File: config.mk
export PLATFORM = sky130hd
export DESIGN_NAME = id_stage
export DESIGN_NICKNAME = d
export VERILOG_FILES = /design/src/rtl/rv32_pkg.sv /design/src/rtl/rv_imm_gen.sv /design/src/rtl/id_stage.sv
export SDC_FILE = /design/constraint.sdc
export NUM_CORES = 1
export LEC_CHECK = 0
export BUFFER_PORTS_ARGS = -buffer_cell sky130_fd_sc_hd__buf_2
export CAP_MARGIN = 40
export CORE_ASPECT_RATIO = 1.2
export CORE_MARGIN = 2
export CORE_UTILIZATION = 30
export CTS_CLUSTER_DIAMETER = 50
export DETAILED_ROUTE_END_ITERATION = 16
export HOLD_SLACK_MARGIN = 0.06
export REMOVE_ABC_BUFFERS = 1
export SYNTH_ARGS = -nofsm -noshare
export SYNTH_HDL_FRONTEND = slang
export SYNTH_SLANG_ARGS = --single-unit
File: constraint.sdc
create_clock -name CLK -period 2.5 [get_ports CLK]
set_input_delay 0.125 -clock CLK [delete_from_list [all_inputs] [get_ports CLK]]
set_output_delay 0.125 -clock CLK [all_outputs]
set_load 0.005 [all_outputs]
File: src/rtl/rv32_pkg.sv
// rv32_pkg: shared RV32I decode constants for the ID stage slice.
// Holds the opcode encodings, the immediate-format enum and the register
// address width used by id_stage and rv_imm_gen.
package rv32_pkg;

    localparam int REG_ADDR_WIDTH = 5;

    localparam logic [6:0] OPC_LUI    = 7'b0110111;
    localparam logic [6:0] OPC_AUIPC  = 7'b0010111;
    localparam logic [6:0] OPC_JAL    = 7'b1101111;
    localparam logic [6:0] OPC_JALR   = 7'b1100111;
    localparam logic [6:0] OPC_BRANCH = 7'b1100011;
    localparam logic [6:0] OPC_LOAD   = 7'b0000011;
    localparam logic [6:0] OPC_STORE  = 7'b0100011;
    localparam logic [6:0] OPC_OPIMM  = 7'b0010011;
    localparam logic [6:0] OPC_OP     = 7'b0110011;

    typedef enum logic [2:0] {
        FMT_R,
        FMT_I,
        FMT_S,
        FMT_B,
        FMT_U,
        FMT_J
    } imm_fmt_e;

endpackage

File: src/rtl/rv_imm_gen.sv
// rv_imm_gen: combinational RV32I immediate extractor.
// Reassembles the immediate of the given format and sign-extends it to
// REG_DATA_WIDTH (which must be at least 32). R-type yields zero.
module rv_imm_gen
    import rv32_pkg::*;
#(
    parameter int REG_DATA_WIDTH = 32
) (
    input  logic [31:0]               i_instr,
    input  imm_fmt_e                  i_fmt,
    output logic [REG_DATA_WIDTH-1:0] o_imm
);

    logic [31:0] w_imm32;

    // Scatter the instruction bits back into a 32-bit immediate per format.
    always_comb begin
        w_imm32 = '0;
        case (i_fmt)
            FMT_I:   w_imm32 = {{20{i_instr[31]}}, i_instr[31:20]};
            FMT_S:   w_imm32 = {{20{i_instr[31]}}, i_instr[31:25], i_instr[11:7]};
            FMT_B:   w_imm32 = {{19{i_instr[31]}}, i_instr[31], i_instr[7],
                                i_instr[30:25], i_instr[11:8], 1'b0};
            FMT_U:   w_imm32 = {i_instr[31:12], 12'b0};
            FMT_J:   w_imm32 = {{11{i_instr[31]}}, i_instr[31], i_instr[19:12],
                                i_instr[20], i_instr[30:21], 1'b0};
            default: w_imm32 = '0;
        endcase
    end

    // Widen to the datapath width, replicating the sign bit.
    always_comb begin
        o_imm        = {REG_DATA_WIDTH{w_imm32[31]}};
        o_imm[31:0]  = w_imm32;
    end

endmodule

File: src/rtl/id_stage.sv
// id_stage: RV32I decode stage sitting in front of the GPREGS register file.
// Decodes the offered instruction, reads rs1/rs2 combinationally, stalls on
// RAW hazards tracked by a 32-entry busy scoreboard, and registers the result
// into a single ID/EX slot with a valid/ready handshake.
// Optional macro ID_FORWARD_WB_EN: bypass same-cycle writeback data into the
// operands and ignore the busy bit it is about to clear.
module id_stage
    import rv32_pkg::*;
#(
    parameter int REG_DATA_WIDTH = 32
) (
    input  logic                      CLK,
    input  logic                      RESET,
    input  logic                      if_valid,
    output logic                      if_ready,
    input  logic [31:0]               if_instr,
    input  logic [REG_DATA_WIDTH-1:0] if_pc,
    output logic [REG_ADDR_WIDTH-1:0] read_reg_0,
    output logic [REG_ADDR_WIDTH-1:0] read_reg_1,
    input  logic [REG_DATA_WIDTH-1:0] dout_reg_0,
    input  logic [REG_DATA_WIDTH-1:0] dout_reg_1,
    input  logic                      wb_en,
    input  logic [REG_ADDR_WIDTH-1:0] wb_rd,
    input  logic [REG_DATA_WIDTH-1:0] wb_data,
    input  logic                      flush,
    output logic                      ex_valid,
    input  logic                      ex_ready,
    output logic [REG_DATA_WIDTH-1:0] ex_pc,
    output logic [REG_DATA_WIDTH-1:0] ex_rs1_val,
    output logic [REG_DATA_WIDTH-1:0] ex_rs2_val,
    output logic [REG_DATA_WIDTH-1:0] ex_imm,
    output logic [REG_ADDR_WIDTH-1:0] ex_rd,
    output logic [6:0]                ex_opcode,
    output logic [2:0]                ex_funct3,
    output logic [6:0]                ex_funct7,
    output logic                      ex_we,
    output logic                      ex_illegal
);

    logic [6:0]                w_opcode;
    logic [REG_ADDR_WIDTH-1:0] w_rd;
    logic [REG_ADDR_WIDTH-1:0] w_rs1;
    logic [REG_ADDR_WIDTH-1:0] w_rs2;
    logic [2:0]                w_funct3;
    logic [6:0]                w_funct7;
    logic                      w_usesRs1;
    logic                      w_usesRs2;
    logic                      w_writesRd;
    logic                      w_illegal;
    imm_fmt_e                  w_fmt;
    logic [REG_DATA_WIDTH-1:0] w_imm;
    logic                      w_fwd1;
    logic                      w_fwd2;
    logic                      w_haz1;
    logic                      w_haz2;
    logic                      w_accept;
    logic                      w_issue;
    logic [REG_DATA_WIDTH-1:0] w_rs1Val;
    logic [REG_DATA_WIDTH-1:0] w_rs2Val;

    logic [31:0]               r_busy;
    logic                      r_exValid;
    logic [REG_DATA_WIDTH-1:0] r_exPc;
    logic [REG_DATA_WIDTH-1:0] r_exRs1Val;
    logic [REG_DATA_WIDTH-1:0] r_exRs2Val;
    logic [REG_DATA_WIDTH-1:0] r_exImm;
    logic [REG_ADDR_WIDTH-1:0] r_exRd;
    logic [6:0]                r_exOpcode;
    logic [2:0]                r_exFunct3;
    logic [6:0]                r_exFunct7;
    logic                      r_exWe;
    logic                      r_exIllegal;

    assign w_opcode   = if_instr[6:0];
    assign w_rd       = if_instr[11:7];
    assign w_funct3   = if_instr[14:12];
    assign w_rs1      = if_instr[19:15];
    assign w_rs2      = if_instr[24:20];
    assign w_funct7   = if_instr[31:25];
    assign read_reg_0 = w_rs1;
    assign read_reg_1 = w_rs2;

    // Classify the opcode: which registers it reads/writes and its immediate format.
    always_comb begin
        w_usesRs1  = 1'b0;
        w_usesRs2  = 1'b0;
        w_writesRd = 1'b0;
        w_illegal  = 1'b0;
        w_fmt      = FMT_R;
        case (w_opcode)
            OPC_LUI, OPC_AUIPC: begin
                w_writesRd = 1'b1;
                w_fmt      = FMT_U;
            end
            OPC_JAL: begin
                w_writesRd = 1'b1;
                w_fmt      = FMT_J;
            end
            OPC_JALR, OPC_LOAD, OPC_OPIMM: begin
                w_writesRd = 1'b1;
                w_usesRs1  = 1'b1;
                w_fmt      = FMT_I;
            end
            OPC_BRANCH: begin
                w_usesRs1 = 1'b1;
                w_usesRs2 = 1'b1;
                w_fmt     = FMT_B;
            end
            OPC_STORE: begin
                w_usesRs1 = 1'b1;
                w_usesRs2 = 1'b1;
                w_fmt     = FMT_S;
            end
            OPC_OP: begin
                w_writesRd = 1'b1;
                w_usesRs1  = 1'b1;
                w_usesRs2  = 1'b1;
                w_fmt      = FMT_R;
            end
            default: w_illegal = 1'b1;
        endcase
    end

    rv_imm_gen #(
        .REG_DATA_WIDTH(REG_DATA_WIDTH)
    ) u_immGen (
        .i_instr (if_instr),
        .i_fmt   (w_fmt),
        .o_imm   (w_imm)
    );

`ifdef ID_FORWARD_WB_EN
    assign w_fwd1 = wb_en && (wb_rd == w_rs1) && (w_rs1 != '0);
    assign w_fwd2 = wb_en && (wb_rd == w_rs2) && (w_rs2 != '0);
`else
    assign w_fwd1 = 1'b0;
    assign w_fwd2 = 1'b0;
`endif

    assign w_haz1 = w_usesRs1 && (w_rs1 != '0) &&
                    ((r_busy[w_rs1] && !w_fwd1) ||
                     (r_exValid && r_exWe && (r_exRd == w_rs1)));
    assign w_haz2 = w_usesRs2 && (w_rs2 != '0) &&
                    ((r_busy[w_rs2] && !w_fwd2) ||
                     (r_exValid && r_exWe && (r_exRd == w_rs2)));

    assign if_ready = (!r_exValid || ex_ready) && !(w_haz1 || w_haz2) && !flush;
    assign w_accept = if_valid && if_ready;
    assign w_issue  = r_exValid && ex_ready && r_exWe && !flush;

    // Pick operand values: x0 reads as zero, otherwise regfile or bypassed writeback.
    always_comb begin
        w_rs1Val = dout_reg_0;
        w_rs2Val = dout_reg_1;
        if (w_fwd1) w_rs1Val = wb_data;
        if (w_fwd2) w_rs2Val = wb_data;
        if (w_rs1 == '0) w_rs1Val = '0;
        if (w_rs2 == '0) w_rs2Val = '0;
    end

    // Scoreboard: writeback clears a busy bit, issue sets one, and set wins on a tie.
    always_ff @(posedge CLK) begin
        if (!RESET) begin
            r_busy <= '0;
        end else begin
            if (wb_en && (wb_rd != '0)) r_busy[wb_rd] <= 1'b0;
            if (w_issue)                r_busy[r_exRd] <= 1'b1;
        end
    end

    // ID/EX slot: flush kills it, accept reloads it, a lone drain just empties it.
    always_ff @(posedge CLK) begin
        if (!RESET) begin
            r_exValid   <= 1'b0;
            r_exPc      <= '0;
            r_exRs1Val  <= '0;
            r_exRs2Val  <= '0;
            r_exImm     <= '0;
            r_exRd      <= '0;
            r_exOpcode  <= '0;
            r_exFunct3  <= '0;
            r_exFunct7  <= '0;
            r_exWe      <= 1'b0;
            r_exIllegal <= 1'b0;
        end else if (flush) begin
            r_exValid <= 1'b0;
        end else if (w_accept) begin
            r_exValid   <= 1'b1;
            r_exPc      <= if_pc;
            r_exRs1Val  <= w_rs1Val;
            r_exRs2Val  <= w_rs2Val;
            r_exImm     <= w_imm;
            r_exRd      <= w_rd;
            r_exOpcode  <= w_opcode;
            r_exFunct3  <= w_funct3;
            r_exFunct7  <= w_funct7;
            r_exWe      <= w_writesRd && (w_rd != '0);
            r_exIllegal <= w_illegal;
        end else if (r_exValid && ex_ready) begin
            r_exValid <= 1'b0;
        end
    end

    assign ex_valid   = r_exValid;
    assign ex_pc      = r_exPc;
    assign ex_rs1_val = r_exRs1Val;
    assign ex_rs2_val = r_exRs2Val;
    assign ex_imm     = r_exImm;
    assign ex_rd      = r_exRd;
    assign ex_opcode  = r_exOpcode;
    assign ex_funct3  = r_exFunct3;
    assign ex_funct7  = r_exFunct7;
    assign ex_we      = r_exWe;
    assign ex_illegal = r_exIllegal;

endmodule

==> summary.md <==
| Metric | Value |
|---|---|
| Area grow syn2layout | `44.3%` |
| Main synth FF type | `dfxtp_1` |
| H-tree level count | `4` |
| Chip height | `190 um` |
| Mapped Cells | `just under 1000` |
| Hpwl dp | `roughly 19 mm` |
| Seq/Total Area, Yosys | `between 40% and 50%` |
| Hold Path Class | `in2reg` |
| Global-route wire length before repair | `43.1 mm` |
| Post-layout instance area | `0.0125 sq mm` |
| Die ar. | `0.0302 sq mm` |
| Antenna-violating nets left | `0` |
| Worst Setup Slack, final | `0.0573 ns` |
| Dpl ws | `0.0291 ns` |
| Slew @ Worst Pin | `between 0.5 and 0.6 ns` |
| CP Class | `in2reg` |
| Fillers | `2787` |
| CTS buffer count | `17` |
| CTS tree | `yes` |
| Crit path launch | `if_instr[6]` |
| Slew HR | `66.3%` |
| GRT Overall Usage | `17.7%` |
| Worst Setup End Kind | `flip-flop` |
| Crit path launch type | `primary input` |
| MaxCap Viol Count | `0` |
| Via/cell ratio | `between 4 and 5` |
| Initial Util | `30.3%` |
| Status | `complete, no violations` |
| Initial antenna violation count | `0` |
| Final Skew | `0.0124 ns` |
| Worst skew pair latency | `around 0.43 ns` |
| # IOs | `335` |
| Post-synth EDFFs | `0` |
| Final non-filler cell total | `1779` |
| Final hold vios | `0` |
| Static Leakage | `0.00625 uW` |
| Share of cells above drive strength 1 | `29.0%` |
| Max Transition Viols Final | `0` |
| RSZ-0062 raised after global routing | `yes` |
| Reg2reg path depth | `9` |
| Tmin final | `2.44 ns` |
| # rows | `68` |
| Hold Slack | `0.112 ns` |
| FFs w/ async S/R, synth | `0%` |
| Post-place instance area | `0.0106 sq mm` |
| Final setup vio count | `0` |
| GRT Residual Overflow | `0` |
| CTS Root Cell | `clkbuf_16` |
| Peak Freq | `between 400 and 500 MHz` |
| Hold Path End | `ex_opcode[3]` |
| Pre-antenna DRT Iters | `5` |
| DR vias | `8380` |
| R2r endpoint | `ex_pc[25]` |
| Hold_sp | `if_instr[3]` |
| Post-layout nets | `1552` |
| Yosys warns | `0` |
| Dpl cells | `1625` |
| Clock-pin slew on the worst setup and hold paths | `0.07 ns` |
| Reg-to-reg setup timing slack | `0.12 ns` |
| DRC violations left | `0` |
| Die W | `159 um` |
| RePlAce Congestion | `0.824` |
| Post-DR wirelength/cell | `15.4 um` |
| Routed Wire Length | `between 20 and 30 mm` |
| Seq cells post-synth | `185` |
| Yosys cell types | `45` |
| WP data arrival | `2.79 ns` |
| Buffers on Ports | `about 300` |
| First-iteration detailed-routing DRC count | `500` |
| Core ar. | `0.0286 sq mm` |
| CTS Buffer Depth | `2` |
| R2r startpoint | `ex_rd[4]` |
| Pin count of the biggest net entering global routing | `91` |
| Vias in the first global route | `8117` |
| Syn avg cell area | `8.82 sq um` |
| Setup TNS | `0 ns` |
| Data required time of the critical path | `2.85 ns` |
| Period utilization | `slightly below 100%` |
| Clk sinks | `roughly 190` |
| P per Cell Area | `562 mW/mm^2` |
| Mapped cell area | `roughly 0.0086 sq mm` |
| Hold Path Stages | `4` |
| VDD IR max | `338 uV` |
| Crit Path Max Fanout | `18` |
| Diode count | `0` |
## metal layers
metal | track usage [%] | wire length (um)
met5 | 0 | 0
met4 | 6.68 | 650
met3 | 3.49 | 1410
met2 | 31.2 | 13800
met1 | 21.5 | 11600
## per-stage QoR
step                      utilization [%]  power (uW)
after CTS                            43.5        7110
after global routing                 43.7        7320
after global placement               37.2        3990
after floorplan                         -        3630
final                                43.7        7010
after detailed placement             37.2        4000
## registers in the layout, summed over array words and instances (netlist names)
name / count
ex_rs2_val: 32
r_busy: 32
ex_we: 1
ex_illegal: 1
ex_rd: 5
ex_opcode: 7
ex_pc: 32
ex_valid: 1
ex_imm: 32
ex_funct7: 7
ex_funct3: 3
ex_rs1_val: 32
## cell type report
class	instances	area (sq um)	area share, %
timing repair buffer	466	3170	25.4
clock inverter	14	186	1.49
tap	385	482	3.86
clock buffer	18	439	3.52
sequential	185	3700	29.7
inverter	3	11.3	0.0902
multi-input combinational	708	4490	35.9
## Yosys cell counts, types with 8 or more instances
master    number  area share, %
nand2_1      339             15
a21boi_0      31            2.7
a21o_1        19            1.6
xnor2_1        8           0.81
buf_4         20            1.7
nand3b_1      11           0.95
buf_6          8            1.0
clkbuf_1      53            2.3
mux4_2        14            3.6
o21ai_0       34            2.0
dfxtp_1      185             43
nor2_1        11           0.48
mux2i_1      158             18
nand3_1       13           0.75
## critical path, cell delays in order
cell	delay [ns]
dlygate4sd3_1	0.54
buf_2	0.18
or2_2	0.30
a21o_1	0.22
nor2_2	0.15
nor4bb_1	0.30
a31oi_1	0.09
nand4_1	0.16
buf_12	0.23
buf_4	0.25
mux2i_1	0.23
## report_power, final
part / internal [uW] / switching, uW
Combinational: 507 / 480
Sequential: 3050 / 49.8
Clock: 1630 / 1290
Total: 5190 / 1820
## placed cells by master (no fill, tap or decap), types with 6 or more instances in the layout
cell type        n
mux4_2          14
clkbuf_16       17
nand3b_1        11
nor2_1          10
xnor2_1          8
a21boi_0        31
dfxtp_1        185
buf_4           36
a21o_1          19
mux2i_1        158
o21ai_0         34
nand3_1         13
a21oi_1          6
a22o_1           6
nor3b_1          6
buf_12          10
buf_2          301
nand2_1        339
dlygate4sd3_1  118
## what timing repair did
action	4_1_cts	5_1_grt
buffers inserted	0	4
hold endpoints to repair	125	0
resized for setup	0	2
endpoints found under the setup margin	0	121
hold buffers	118	0
## worst max-delay path by stage
stage                              end  slack (ns)
after floorplan           ex_funct3[0]       -6.46
after global placement    ex_opcode[2]      -0.009
after detailed placement     ex_pc[23]        0.03
after CTS                    ex_pc[23]        0.03
after global routing         ex_pc[27]       -0.04
final                        ex_pc[25]        0.06
## cell families (layout without fill, tap and decap cells)
group	count (synthesis)	after routing	synth area share, %
AOI/OAI and AO/OA	109	109	8.45
xor gates and xnor gates	10	10	1.01
buffers and inverters	88	501	5.44
DFF	185	185	42.8
muxes	173	173	22.1
and+or+nand+nor	416	416	20.2
(Power assumes the default switching activity.)
